--- config.mk ---
export PLATFORM = sky130hd
export DESIGN_NAME = axis_rgb2y_conv
export DESIGN_NICKNAME = d
export VERILOG_FILES = /design/src/rtl/axis_pix_pkg.sv /design/src/rtl/rgb2y_mac.sv /design/src/rtl/axis_rgb2y_conv.sv
export SDC_FILE = /design/constraint.sdc
export NUM_CORES = 1
export LEC_CHECK = 0
export ABC_AREA = 0
export CELL_PAD_IN_SITES_DETAIL_PLACEMENT = 0
export CELL_PAD_IN_SITES_GLOBAL_PLACEMENT = 1
export CORE_MARGIN = 2
export CORE_UTILIZATION = 35
export CTS_BUF_LIST = sky130_fd_sc_hd__clkbuf_8
export DETAILED_ROUTE_END_ITERATION = 6
export PLACE_DENSITY = 0.64
export SYNTH_ARGS = -nofsm -noshare
export SYNTH_HDL_FRONTEND = slang
export SYNTH_SLANG_ARGS = --single-unit
--- constraint.sdc ---
create_clock -name aclk -period 6.8 [get_ports aclk]
set_clock_uncertainty 0.2 [all_clocks]
set_input_delay 1.36 -clock aclk [delete_from_list [all_inputs] [get_ports aclk]]
set_output_delay 1.36 -clock aclk [all_outputs]
set_load 0.03 [all_outputs]
--- src/rtl/axis_pix_pkg.sv ---
// Shared pixel formats, luma coefficients and sideband bundle for
// the RGB-to-luma stream path.
package axis_pix_pkg;

    localparam int PIX_W  = 24;
    localparam int CH_W   = 8;
    localparam int Y_W    = 8;
    localparam int PROD_W = 16;

    localparam int COEF_R = 77;
    localparam int COEF_G = 150;
    localparam int COEF_B = 29;
    localparam int ROUND  = 128;

    typedef struct packed {
        logic sof;
        logic eol;
        logic eof;
    } side_t;

    function automatic int cnt_w(input int n);
        return (n > 1) ? $clog2(n) : 1;
    endfunction

endpackage

--- src/rtl/rgb2y_mac.sv ---
// Three-stage luma datapath: products, rounded sum, then Y.
// Advances only when the shared pipeline enable is high.
module rgb2y_mac
    import axis_pix_pkg::*;
(
    input  logic             aclk,
    input  logic             aresetn,
    input  logic             en,
    input  logic [PIX_W-1:0] pix,
    output logic [Y_W-1:0]   y
);

    localparam logic [PROD_W-1:0] K_R   = PROD_W'(COEF_R);
    localparam logic [PROD_W-1:0] K_G   = PROD_W'(COEF_G);
    localparam logic [PROD_W-1:0] K_B   = PROD_W'(COEF_B);
    localparam logic [PROD_W-1:0] K_RND = PROD_W'(ROUND);

    logic [CH_W-1:0]   r;
    logic [CH_W-1:0]   g;
    logic [CH_W-1:0]   b;
    logic [PROD_W-1:0] p_r;
    logic [PROD_W-1:0] p_g;
    logic [PROD_W-1:0] p_b;
    logic [PROD_W-1:0] sum;

    assign r = pix[PIX_W-1 -: CH_W];
    assign g = pix[PIX_W-CH_W-1 -: CH_W];
    assign b = pix[CH_W-1:0];

    // Coefficients sum to 256, so the 16-bit sum never overflows.
    always_ff @(posedge aclk or negedge aresetn) begin
        if (!aresetn) begin
            p_r <= '0;
            p_g <= '0;
            p_b <= '0;
            sum <= '0;
            y   <= '0;
        end else if (en) begin
            p_r <= K_R * PROD_W'(r);
            p_g <= K_G * PROD_W'(g);
            p_b <= K_B * PROD_W'(b);
            sum <= p_r + p_g + p_b + K_RND;
            y   <= Y_W'(sum >> (PROD_W - Y_W));
        end
    end

endmodule

--- src/rtl/axis_rgb2y_conv.sv ---
// AXI-Stream RGB888 to 8-bit luma converter with frame/line tagging.
// One global enable stalls the whole 3-stage pipeline on backpressure.
module axis_rgb2y_conv
    import axis_pix_pkg::*;
#(
    parameter int IMG_W = 320,
    parameter int IMG_H = 240
) (
    input  logic             aclk,
    input  logic             aresetn,
    input  logic [PIX_W-1:0] s_axis_tdata,
    input  logic             s_axis_tvalid,
    output logic             s_axis_tready,
    output logic [Y_W-1:0]   m_axis_tdata,
    output logic             m_axis_tvalid,
    input  logic             m_axis_tready,
    output logic             m_axis_tuser,
    output logic             m_axis_tlast,
    output logic             frame_done
);

    localparam int CW = cnt_w(IMG_W);
    localparam int RW = cnt_w(IMG_H);

    localparam logic [CW-1:0] COL_LAST = CW'(IMG_W - 1);
    localparam logic [RW-1:0] ROW_LAST = RW'(IMG_H - 1);

    logic          en;
    logic          hs;
    logic [2:0]    vld;
    logic [CW-1:0] col_cnt;
    logic [RW-1:0] row_cnt;
    logic          col_wrap;
    logic          row_wrap;
    side_t         sd_in;
    side_t         sd1;
    side_t         sd2;
    side_t         sd3;

    assign en            = ~vld[2] | m_axis_tready;
    assign s_axis_tready = en;
    assign hs            = s_axis_tvalid & en;

    assign col_wrap = (col_cnt == COL_LAST);
    assign row_wrap = (row_cnt == ROW_LAST);

    assign sd_in = '{
        sof: (col_cnt == '0) && (row_cnt == '0),
        eol: col_wrap,
        eof: col_wrap && row_wrap
    };

    always_ff @(posedge aclk or negedge aresetn) begin
        if (!aresetn) begin
            col_cnt <= '0;
            row_cnt <= '0;
        end else if (hs) begin
            if (col_wrap) begin
                col_cnt <= '0;
                row_cnt <= row_wrap ? '0 : row_cnt + 1'b1;
            end else begin
                col_cnt <= col_cnt + 1'b1;
            end
        end
    end

    // Bubbles travel with the data; sideband is zeroed on empty slots.
    always_ff @(posedge aclk or negedge aresetn) begin
        if (!aresetn) begin
            vld <= '0;
            sd1 <= '0;
            sd2 <= '0;
            sd3 <= '0;
        end else if (en) begin
            vld <= {vld[1:0], s_axis_tvalid};
            sd1 <= s_axis_tvalid ? sd_in : '0;
            sd2 <= sd1;
            sd3 <= sd2;
        end
    end

    always_ff @(posedge aclk or negedge aresetn) begin
        if (!aresetn) begin
            frame_done <= 1'b0;
        end else begin
            frame_done <= vld[2] & m_axis_tready & sd3.eof;
        end
    end

    rgb2y_mac u_mac (
        .aclk    (aclk),
        .aresetn (aresetn),
        .en      (en),
        .pix     (s_axis_tdata),
        .y       (m_axis_tdata)
    );

    assign m_axis_tvalid = vld[2];
    assign m_axis_tuser  = sd3.sof;
    assign m_axis_tlast  = sd3.eol;

endmodule

---- Yosys cells after proc, flatten, opt, wreduce, memory -nomap -nowiden ----
Index checks and enable logic that the tools add are counted.
storage, ports and cells
  memory bits (read-only) ................. 0
  memories ................................ 0
  RAM bits ................................ 0
  bits in latches ......................... 0
  word-level logic and storage cells ...... 41
  bits of input ports ..................... 28
  output and inout bits ................... 13
  register bits after elaboration ......... 97
cells by class
  multipliers ............................. 3
  shifts and indexed selects .............. 0
  order comparisons ....................... 0
  reduce and logical (&&, ||, !) cells .... 5
  mux-type cells .......................... 3
  bitwise logic cells ..................... 5
  add/sub/neg operators ................... 5
  divide/modulo/power cells ............... 0
  equality and inequality tests ........... 2
operators by type and width
  operator                                                             number
  7-bit by 8-bit multiplier with 15-bit output (first input constant)  2
  15-bit by 16-bit adder with 16-bit output                            1
  16-bit by 13-bit adder with 16-bit output                            1
  16-bit by 8-bit adder with 16-bit output (second input constant)     1
  5-bit by 8-bit multiplier with 13-bit output (first input constant)  1
  9-bit by 1-bit adder with 9-bit output (second input constant)       1
  9-bit == test (second input constant)                                1
  9-bit zero test                                                      1
  9-bit two-way mux                                                    1
  8-bit by 1-bit adder with 8-bit output (second input constant)       1
  8-bit == test (second input constant)                                1
  8-bit zero test                                                      1
  8-bit two-way mux                                                    1
  1-bit bitwise AND                                                    3
  3-bit two-way mux                                                    1
  1-bit logical AND                                                    2
  2-bit AND reduction                                                  1
  1-bit inverter                                                       1
  1-bit OR                                                             1

---- Depth between registers and ports, before layout ----
Gate-level depths: netlist of the first run.
  word-level depth ........................ 4
  depth in mapped cells ................... 14
  gate-level depth less buffers ........... 14

---- Modules after synthesis ----
From an unflattened synthesis of the first run, not the netlist that was laid out.
second synthesis, totals
  cell total of the unflattened synthesis .. 748
  area, all modules ....................... 7428.4 µm²
by module, submodules not included
  module           times used  cells each  seq. area each (µm²)  area an instance (µm²)
  rgb2y_mac        1           600         1476.4                5964.5
  axis_rgb2y_conv  1           148         750.7                 1463.9

---- Worst setup path after synthesis of the first run ----
No wires, ideal clock.
  path type ............................... in2reg
  start ................................... input s_axis_tdata[20]
  end ..................................... register u_mac.p_r[13]
  arrival ................................. 4.292 ns
  setup time .............................. 0.135 ns
  path slack .............................. 2.173 ns
  stages .................................. 13
  required time ........................... 6.465 ns
  path through ............................ ha_1 ha_1 inv_1 fa_1 fa_1 inv_1 ha_1 and3_1 a221o_1 o221ai_1 o21ai_0 xnor2_1 o21ai_0
between the ends
  cells in the longest elaborated chain, start to end .. 1
RTL lines
  element                                       line                   RTL
  start, declared                               axis_rgb2y_conv.sv:11  input logic [PIX_W-1:0] s_axis_tdata,
  7-bit by 8-bit multiplier with 15-bit output  rgb2y_mac.sv:39        p_r <= K_R * PROD_W'(r);
  end signal, assigned                          rgb2y_mac.sv:39
  end, declared                                 rgb2y_mac.sv:21        logic [PROD_W-1:0] p_r;
Every way passes these cells.
A chain may end at the register's enable or synchronous reset.

---- Worst setup path after layout of the first run ----
  start ................................... input s_axis_tdata[13]
  end ..................................... register u_mac.p_g[12]
between the ends
  cells in the longest elaborated chain, start to end .. 1
RTL lines
  element                                       line             RTL
  7-bit by 8-bit multiplier with 15-bit output  rgb2y_mac.sv:40  p_g <= K_G * PROD_W'(g);
  end signal, assigned                          rgb2y_mac.sv:40
  end, declared                                 rgb2y_mac.sv:22  logic [PROD_W-1:0] p_g;
Every way passes these cells.

==> qor.yml, run 1 <==
die_h_um: 150
dpl-instance-area_sq_um: 8130
startpoint: "s_axis_tdata[13]"
synth_area_sq_um: 7450
reg2reg_slack_ns: 3.51
gp_congestion: 0.752
crit_slowest_cell: "o41ai_1"
clk_pin_slew_ns: 0.10
synth_area_leaders: "dfrtp_1 (30%), ha_1 (22%), fa_1 (10%), inv_1 (6.5%), nand2_1 (5.5%)"
period_share_pct: 74.6
cts_resized: 0
pin_count: 41
reg2reg_depth: 11
start_util_pct: 35.6
reg2reg_to: "u_mac.sum[11]$_DFFE_PN0N_"
drcViolationCount: 0
final_util_pct: 39.9
crit_chain: "clkdlybuf4s50_1, ha_1, ha_1, ha_1, inv_1, fa_1, inv_1, ha_1, nand3_1, o211ai_1, o41ai_1, o21ai_0, xnor2_1, o21ai_0"
synth_top_area_share_pct: 29.9
port_buffers: 40
ant_nets: 0
cts_tree: "yes"
slew_viol_final: 0
cp-start-kind: "input port"
cts_hold_buf: 0
syn_inst: 810
crit_required_ns: 6.83
grt_overflow: 0
crit_buf_inv: 3
synthTopCellsByCount: "ha_1 (129), inv_1 (129), nand2_1 (110)"
fin_total_pwr_mw: 3.76
synth-edff-count: 0
cts.sinks: 89
path_common_cell: "ha_1"
rsz0062_at_grt: "false"
cts_max_path_buffers: 2
cp.arrival_ns: 5.10
fp.coreArea_sq_um: 21000
status: "completed"
path_class: "input port to flip-flop"
cp_slowest_stage_delay_ns: 0.63
ys_ff_latch: 89
vias_per_cell: 4.79
yosys_warnings: 0
grt_max_degree: 65
dieWidth_um: 150
max_freq_ghz: 0.197
drtIter0Drc: 160
cp-end-kind: "flip-flop"
power_leakage_nw: 4.25
power_density_nw_per_um2: 449
final.min_clock_period_ns: 5.07
grt_pass1_wl_um: 26600
finalHoldViolCount: 0
avgSynthCellArea_sq_um: 9.20
antenna_cells: 0
critPathMaxFanout: 5
root_buffer: "clkbuf_8"
avgRoutedWirePerCell_um: 13.4
fin_area_sq_um: 8360
tightestPinTransition_ns: 1.07
drive_above_1_share_pct: 4.24
die-area_sq_um: 22500
regToRegStartpoint: "u_mac.p_g[5]$_DFFE_PN0N_"
dp.cells: 1108
holdWs_ns: 0.268
dp_slack_ns: 1.33
fin_ws_ns: 1.73
power.ir.vdd_worst_uv: 240
seq_area_frac_synth_pct: 29.9
dr.pass1.iters: 4
grtUsageTotal_pct: 14.8
dp_hpwl_um: 11900
ys.flop_type: "dfrtp_1"
routed_wl_um: 15100
layout.nets: 1039
max_cap_violations: 0
clock_latency_ns: 0.38
synthArstFlopShare_pct: 100
synth_cell_types: 56
holdCritPathClass: "flip-flop to flip-flop"
h-tree-depth: 3
relSlewSlack_pct: 28.3
fillers: 2166
via_count: 5385
final.setup.tns_ns: 0
final_cells: 1124
post-cts-setup-buffer-count: 0
setup_viol: 0
grt_pass1_vias: 5504
syn2layout_area_growth_pct: 12.1
path_delay_family: "adder cells"
yosysTopAreaCell: "dfrtp_1"
antenna_found_initial: 0
synth_fp_nets: 1005
rows: 53
cp_num_cells: 14
cts_made_buffers: 9
endpoint: "u_mac.p_g[12]$_DFFE_PN0N_"
## how the worst min path moves through the flow
stage,start,endpoint,slack (ns),cells after the start
floorplan,vld[1]$_DFFE_PN0N_,vld[1]$_DFFE_PN0N_,0.23,2
global placement,vld[1]$_DFFE_PN0N_,vld[1]$_DFFE_PN0N_,0.24,2
detailed placement,vld[1]$_DFFE_PN0N_,vld[2]$_DFFE_PN0N_,0.25,1
CTS,vld[1]$_DFFE_PN0N_,vld[2]$_DFFE_PN0N_,0.27,1
global route,vld[1]$_DFFE_PN0N_,vld[2]$_DFFE_PN0N_,0.29,1
finish,vld[1]$_DFFE_PN0N_,vld[2]$_DFFE_PN0N_,0.27,1
## power by group
part	leakage (nW)	total [mW]	switching [mW]	internal, mW
Sequential	1.07	0.849	0.118	0.731
Clock	0.115	0.432	0.210	0.222
Combinational	3.07	2.48	1.44	1.03
Total	4.25	3.76	1.77	1.98
## cell families (layout without fill, tap and decap cells)
| kind of cell | Yosys count | in the layout | share of synthesized area [%] |
|---|---|---|---|
| flops | 89 | 89 | 29.9 |
| simple gates | 223 | 223 | 13.7 |
| mux | 3 | 3 | 0.436 |
| fa+ha+maj | 167 | 167 | 31.9 |
| xor+xnor | 32 | 32 | 3.76 |
| compound gates | 146 | 146 | 12.5 |
| buf+inv | 150 | 189 | 7.87 |
## registers in the layout (all words and copies together), names as in the netlist, 3 cells and up
register	cells
col_cnt	9
row_cnt	8
sd1	3
sd2	3
u_mac.p_b	13
u_mac.p_g	15
u_mac.p_r	15
u_mac.sum	8
u_mac.y	8
vld	3
## final cells by class
cell class,instances,area [sq um],share of cell area [%]
Multi-Input combinational cell,571,4650,55.6
Sequential cell,89,2230,26.6
Inverter,130,488,5.84
Timing Repair Buffer,43,420,5.03
Tap cell,275,344,4.12
Clock buffer,10,138,1.65
Clock inverter,6,96.3,1.15
## cells in the final DEF (no fill, tap or decap), drive strengths merged, types with 6 or more instances in the layout
| master | n |
|---|---|
| inv | 133 |
| ha | 129 |
| nand2 | 110 |
| dfrtp | 89 |
| a21oi | 46 |
| nor2 | 44 |
| o21ai | 43 |
| clkdlybuf4s50 | 39 |
| fa | 38 |
| xnor2 | 16 |
| xor2 | 16 |
| nand3 | 12 |
| clkbuf | 10 |
| and3 | 8 |
| or3 | 8 |
| nor3 | 8 |
| o21a | 7 |
| nand2b | 6 |
| a211oi | 6 |
## metal layers
metal	GRT usage, %	vias to the layer above	share of wire, %
li1	-	2775	-
met1	20.9	2562	51
met2	23.8	42	46
met3	2.23	6	2.2
met4	3.54	0	0.83
met5	0	-	0
Note: power is estimated with default switching activity, not from simulation.
==> inputs of run 2 (changes only) <==
Clock period 6.8 ns to 5.1 ns, I/O delays scaled along.
==> qor.yml, run 2 (same netlist as run 1, synthesis figures left out) <==
cts_hold_buf: 0  # unchanged
rsz0062_at_grt: "false"
final.setup.tns_ns: 0  # unchanged
power_density_nw_per_um2: 595  # +32%
final.min_clock_period_ns: 4.64
setup_viol: 0  # unchanged
h-tree-depth: 3  # unchanged
reg_top3: "u_mac.p_g: 15 flops, u_mac.p_r: 15 flops, u_mac.p_b: 13 flops"
cts_max_path_buffers: 2  # unchanged
max_freq_ghz: 0.216
gp_congestion: 0.777  # +3.3%
die_h_um: 150  # unchanged
wl_met1_um: 7690  # +0.34%
cp-start-kind: "input port"
pin_count: 41  # unchanged
port_buffers: 40  # unchanged
antenna_cells: 0  # unchanged
cts_resized: 0  # unchanged
dr_wl_met3_um: 310  # -5.8%
critPathMaxFanout: 4  # -1
tightestPinTransition_ns: 1.12  # +0.0572 ns
layout.nets: 1047  # +0.77%
antenna_found_initial: 0  # unchanged
crit_required_ns: 5.19  # -1.64 ns
cp.arrival_ns: 4.72  # -0.38 ns
routed_wl_um: 15200  # +0.87%
path_class: "input port to flip-flop"
vias_per_cell: 4.76  # -0.63%
grt_overflow: 0  # unchanged
cts_made_buffers: 9  # unchanged
rows: 53  # unchanged
fp.coreArea_sq_um: 21000  # unchanged
power.ir.vdd_worst_uv: 416  # +74%
slew_viol_final: 0  # unchanged
clk_pin_slew_ns: 0.10  # about the same
period_share_pct: 90.9
post-cts-setup-buffer-count: 0  # unchanged
max_cap_violations: 0  # unchanged
die-area_sq_um: 22500  # unchanged
grtUsageTotal_pct: 14.8  # +0.056 points
drive_above_1_share_pct: 5.13  # +0.89 points
grt_pass1_vias: 5500  # -0.073%
dr.pass1.iters: 4  # unchanged
syn2layout_area_growth_pct: 12.6
cp-end-kind: "flip-flop"
start_util_pct: 35.6  # unchanged
met2WireLength_um: 7030  # +0.69%
cts.sinks: 89  # unchanged
finalHoldViolCount: 0  # unchanged
cts_tree: "yes"
power_leakage_nw: 4.28  # +0.71%
relSlewSlack_pct: 24.4  # -3.8 points
layout_common_cells: "inv_1 (129), ha_1 (129), nand2_1 (110), dfrtp_1 (89), a21oi_1 (46)"
drcViolationCount: 0  # unchanged
holdCritPathClass: "flip-flop to flip-flop"
dieWidth_um: 150  # unchanged
status: "completed"
grt_max_degree: 65  # unchanged
dp_hpwl_um: 12000  # +0.82%
clock_latency_ns: 0.38  # about the same
fin_total_pwr_mw: 4.99  # +33%
drtIter0Drc: 206  # +29%
ant_nets: 0  # unchanged
via_count: 5389  # +0.074%
root_buffer: "clkbuf_8"
grt_pass1_wl_um: 26400  # -0.47%
top_layer: "met4"
avgRoutedWirePerCell_um: 13.5  # +0.16%
[run 2: cell count changes in the layout (fill, tap and decap cells not counted)]
cell,before,now
inv_8,1,2
bufinv_16,2,1
clkinvlp_4,1,0
buf_4,4,12
clkinv_4,0,1
clkbuf_8,10,9
clkinv_2,0,1
[run 2: final timing paths]
check | from | end | slack, ns | cells after the start
max in group asynchronous | aresetn | u_mac.p_g[10]$_DFFE_PN0N_ | 3.26 | 2
max reg2reg | u_mac.p_b[5]$_DFFE_PN0N_ | u_mac.sum[11]$_DFFE_PN0N_ | 1.81 | 11
max | s_axis_tdata[20] | u_mac.p_r[13]$_DFFE_PN0N_ | 0.46 | 14
min reg2reg | m_axis_tlast$_DFFE_PN0N_ | m_axis_tlast$_DFFE_PN0N_ | 0.27 | 2
min | m_axis_tlast$_DFFE_PN0N_ | m_axis_tlast$_DFFE_PN0N_ | 0.27 | 2
min in group asynchronous | aresetn | u_mac.y[4]$_DFFE_PN0N_ | 0.47 | 1
[run 2: stage by stage]
stage          setup slack (ns)  utilization (%)  std cells  cell area (sq um)  hold slack, ns
5_1_grt                   0.270             40.1       1132               8390           0.303
6_report                  0.464             40.1       1132               8390           0.271
2_1_floorplan             0.813                -        810               7450           0.230
3_5_place_dp             0.0628             39.1       1116               8190           0.255
4_1_cts                   0.446             40.1       1132               8390           0.280
3_3_place_gp              0.106             39.1       1116               8190           0.242
[run 2: final cells by class]
cell class | count | area (sq um)
Timing Repair Buffer | 51 | 480
Multi-Input combinational cell | 571 | 4650
Tap cell | 275 | 344
Clock buffer | 9 | 124
Sequential cell | 89 | 2230
Inverter | 130 | 488
Fill cell | 2197 | 12600
Clock inverter | 7 | 83.8
[run 2: power by group]
part	internal, mW	total [mW]	switching (mW)	leakage, nW
Combinational	1.39	3.34	1.95	3.11
Clock	0.237	0.521	0.284	0.108
Sequential	0.975	1.13	0.159	1.07
Total	2.60	4.99	2.39	4.28
[run 2: critical path: stages]
cell             delay [ns]
clkdlybuf4s50_1        0.48
ha_1                   0.33
ha_1                   0.27
inv_1                  0.05
fa_1                   0.51
fa_1                   0.51
inv_1                  0.04
ha_1                   0.33
and3_1                 0.16
a221o_1                0.35
o221ai_1               0.24
o21ai_0                0.13
xnor2_1                0.13
o21ai_0                0.16
[run 2: metal layers]
layer	track usage, %	vias up
li1	-	2787
met2	24.1	43
met5	0	-
met3	1.86	13
met1	20.7	2546
met4	4.39	0
==> inputs of run 3 (changes only) <==
Settings changed: PLACE_DENSITY 0.64 to unset, PLACE_DENSITY_LB_ADDON set to 0.3, REMOVE_ABC_BUFFERS set to 1, TNS_END_PERCENT set to 1.
==> qor.yml, run 3 (same netlist as run 1, synthesis figures left out) <==
grt_max_degree: 65  # unchanged
routed_wl_um: 14600  # -4.3%
combPwrFrac_pct: 67.3  # +0.5 points
relSlewSlack_pct: 24.8  # +0.35 points
die_h_um: 150  # unchanged
clock_latency_ns: 0.39  # about the same
post-cts-setup-buffer-count: 0  # unchanged
clockPowerShare_pct: 9.4  # -1.0 points
drtIter0Drc: 227  # +10%
finalHoldViolCount: 0  # unchanged
top_layer: "met4"
slew_viol_final: 0  # unchanged
vias_per_cell: 4.77  # +0.25%
met2WireLength_um: 6650  # -5.4%
rsz0062_at_grt: "false"
cp-end-kind: "flip-flop"
drcViolationCount: 0  # unchanged
antenna_cells: 0  # unchanged
crit_slowest_cell: "fa_1"
final_cells: 1135  # +0.27%
grt_overflow: 0  # unchanged
gp_congestion: 0.774  # -0.33%
cp.arrival_ns: 4.61  # -0.11 ns
reg_top3: "u_mac.p_g: 15 flops, u_mac.p_r: 15 flops, u_mac.p_b: 13 flops"
dpl-instance-area_sq_um: 8210  # +0.28%
intPower_mw: 2.55  # -2.0%
via_count: 5417  # +0.52%
fin_area_sq_um: 8390  # about the same
fillers: 2195  # -0.091%
grt_pass1_wl_um: 25900  # -2.1%
wl_met1_um: 7460  # -3.1%
path_class: "input port to flip-flop"
port_buffers: 40  # unchanged
dr.pass1.iters: 4  # unchanged
start_util_pct: 35.6  # unchanged
cp-start-kind: "input port"
cp_num_cells: 14  # unchanged
p_switching_mw: 2.30  # -3.8%
drive_above_1_share_pct: 5.35  # +0.21 points
ant_nets: 0  # unchanged
crit_chain: "clkdlybuf4s50_1, ha_1, ha_1, inv_1, fa_1, fa_1, inv_1, ha_1, and3_1, a221o_1, o221ai_1, o21ai_0, xnor2_1, o21ai_0"
avgRoutedWirePerCell_um: 12.8  # -4.6%
dr_wl_met3_um: 362  # +17%
status: "completed"
rows: 53  # unchanged
period_share_pct: 89.7  # -1.2 points
power_density_nw_per_um2: 578  # -2.8%
grt_pass1_vias: 5338  # -2.9%
clk_pin_slew_ns: 0.09  # about the same
root_buffer: "clkbuf_8"
cts_resized: 0  # unchanged
layout_common_cells: "inv_1 (130), ha_1 (129), nand2_1 (110), dfrtp_1 (89), a21oi_1 (46)"
die-area_sq_um: 22500  # unchanged
cts_made_buffers: 9  # unchanged
cts_hold_buf: 0  # unchanged
h-tree-depth: 3  # unchanged
final.setup.tns_ns: 0  # unchanged
crit_required_ns: 5.14  # -0.05 ns
holdWs_ns: 0.268  # -0.00327 ns
tightestPinTransition_ns: 1.12  # -0.00518 ns
antenna_found_initial: 0  # unchanged
seq_area_sq_um: 2230  # unchanged
cts.sinks: 89  # unchanged
max_cap_violations: 0  # unchanged
fin_total_pwr_mw: 4.85  # -2.9%
power_leakage_nw: 4.28  # about the same
pin_count: 41  # unchanged
max_freq_ghz: 0.219  # +1.4%
power.ir.vdd_worst_uv: 289  # -31%
layout.nets: 1050  # +0.29%
crit_buf_inv: 3  # unchanged
holdCritPathClass: "flip-flop to flip-flop"
syn2layout_area_growth_pct: 12.5  # about the same
cp_slowest_stage_delay_ns: 0.51  # about the same
path_common_cell: "ha_1"
fp.coreArea_sq_um: 21000  # unchanged
grtUsageTotal_pct: 14.4  # -0.48 points
layout_commonest_cell: "inv_1"
reg2reg_depth: 11  # unchanged
hold_path_depth: 2  # unchanged
power_frac_seq_pct: 23.3  # +0.6 points
setup_viol: 0  # unchanged
swShare_pct: 47.4  # -0.46 points
final.min_clock_period_ns: 4.57  # -0.0630 ns
cts_max_path_buffers: 2  # unchanged
critPathMaxFanout: 4  # unchanged
dp_hpwl_um: 11500  # -4.5%
dp.cells: 1119  # +0.27%
dieWidth_um: 150  # unchanged
path_delay_family: "adder cells"
cts_tree: "yes"
multiInputGateArea_sq_um: 4650  # unchanged
## run 3: routing by layer
metal,vias to the layer above,GRT usage (%)
met1,2565,20.1
met3,9,3.35
met4,0,2.69
met2,43,22.9
met5,-,0
li1,2800,-
## run 3: layout make-up
cell class	count	area share, %
Clock buffer	9	1.48
Clock inverter	7	0.671
Inverter	130	5.82
Multi-Input combinational cell	571	55.4
Sequential cell	89	26.6
Tap cell	275	4.10
Timing Repair Buffer	54	6.00
## run 3: path summary, 6_finish.rpt
kind | startpoint | to | slack [ns]
min reg2reg | u_mac.y[6]$_DFFE_PN0N_ | u_mac.y[6]$_DFFE_PN0N_ | 0.27
max | s_axis_tdata[20] | u_mac.p_r[13]$_DFFE_PN0N_ | 0.53
min | u_mac.y[6]$_DFFE_PN0N_ | u_mac.y[6]$_DFFE_PN0N_ | 0.27
max in group asynchronous | aresetn | col_cnt[2]$_DFFE_PN0P_ | 3.26
min in group asynchronous | aresetn | u_mac.y[2]$_DFFE_PN0N_ | 0.50
max reg2reg | u_mac.p_b[5]$_DFFE_PN0N_ | u_mac.sum[12]$_DFFE_PN0N_ | 1.86
## run 3: power by group through the flow
stage	Sequential [mW]	Clock (mW)	Combinational, mW
detailed placement	1.15	0	3.28
finish	1.13	0.458	3.26
global placement	1.14	0	3.23
CTS	1.13	0.480	3.31
floorplan	1.17	0	2.46
global route	1.17	0.516	3.81
## run 3: stage by stage
| step | setup slack (ns) | util (%) |
|---|---|---|
| finish | 0.527 | 40.0 |
| global route | 0.314 | 40.0 |
| detailed placement | 0.116 | 39.2 |
| floorplan | 0.529 | - |
| CTS | 0.523 | 40.0 |
| global placement | 0.139 | 39.2 |
## run 3: tightest hold or removal path, cell delays in order (launching register included)
cell and delay (ns):
dfrtp_1 0.35, nand2_1 0.05, nand2_1 0.05
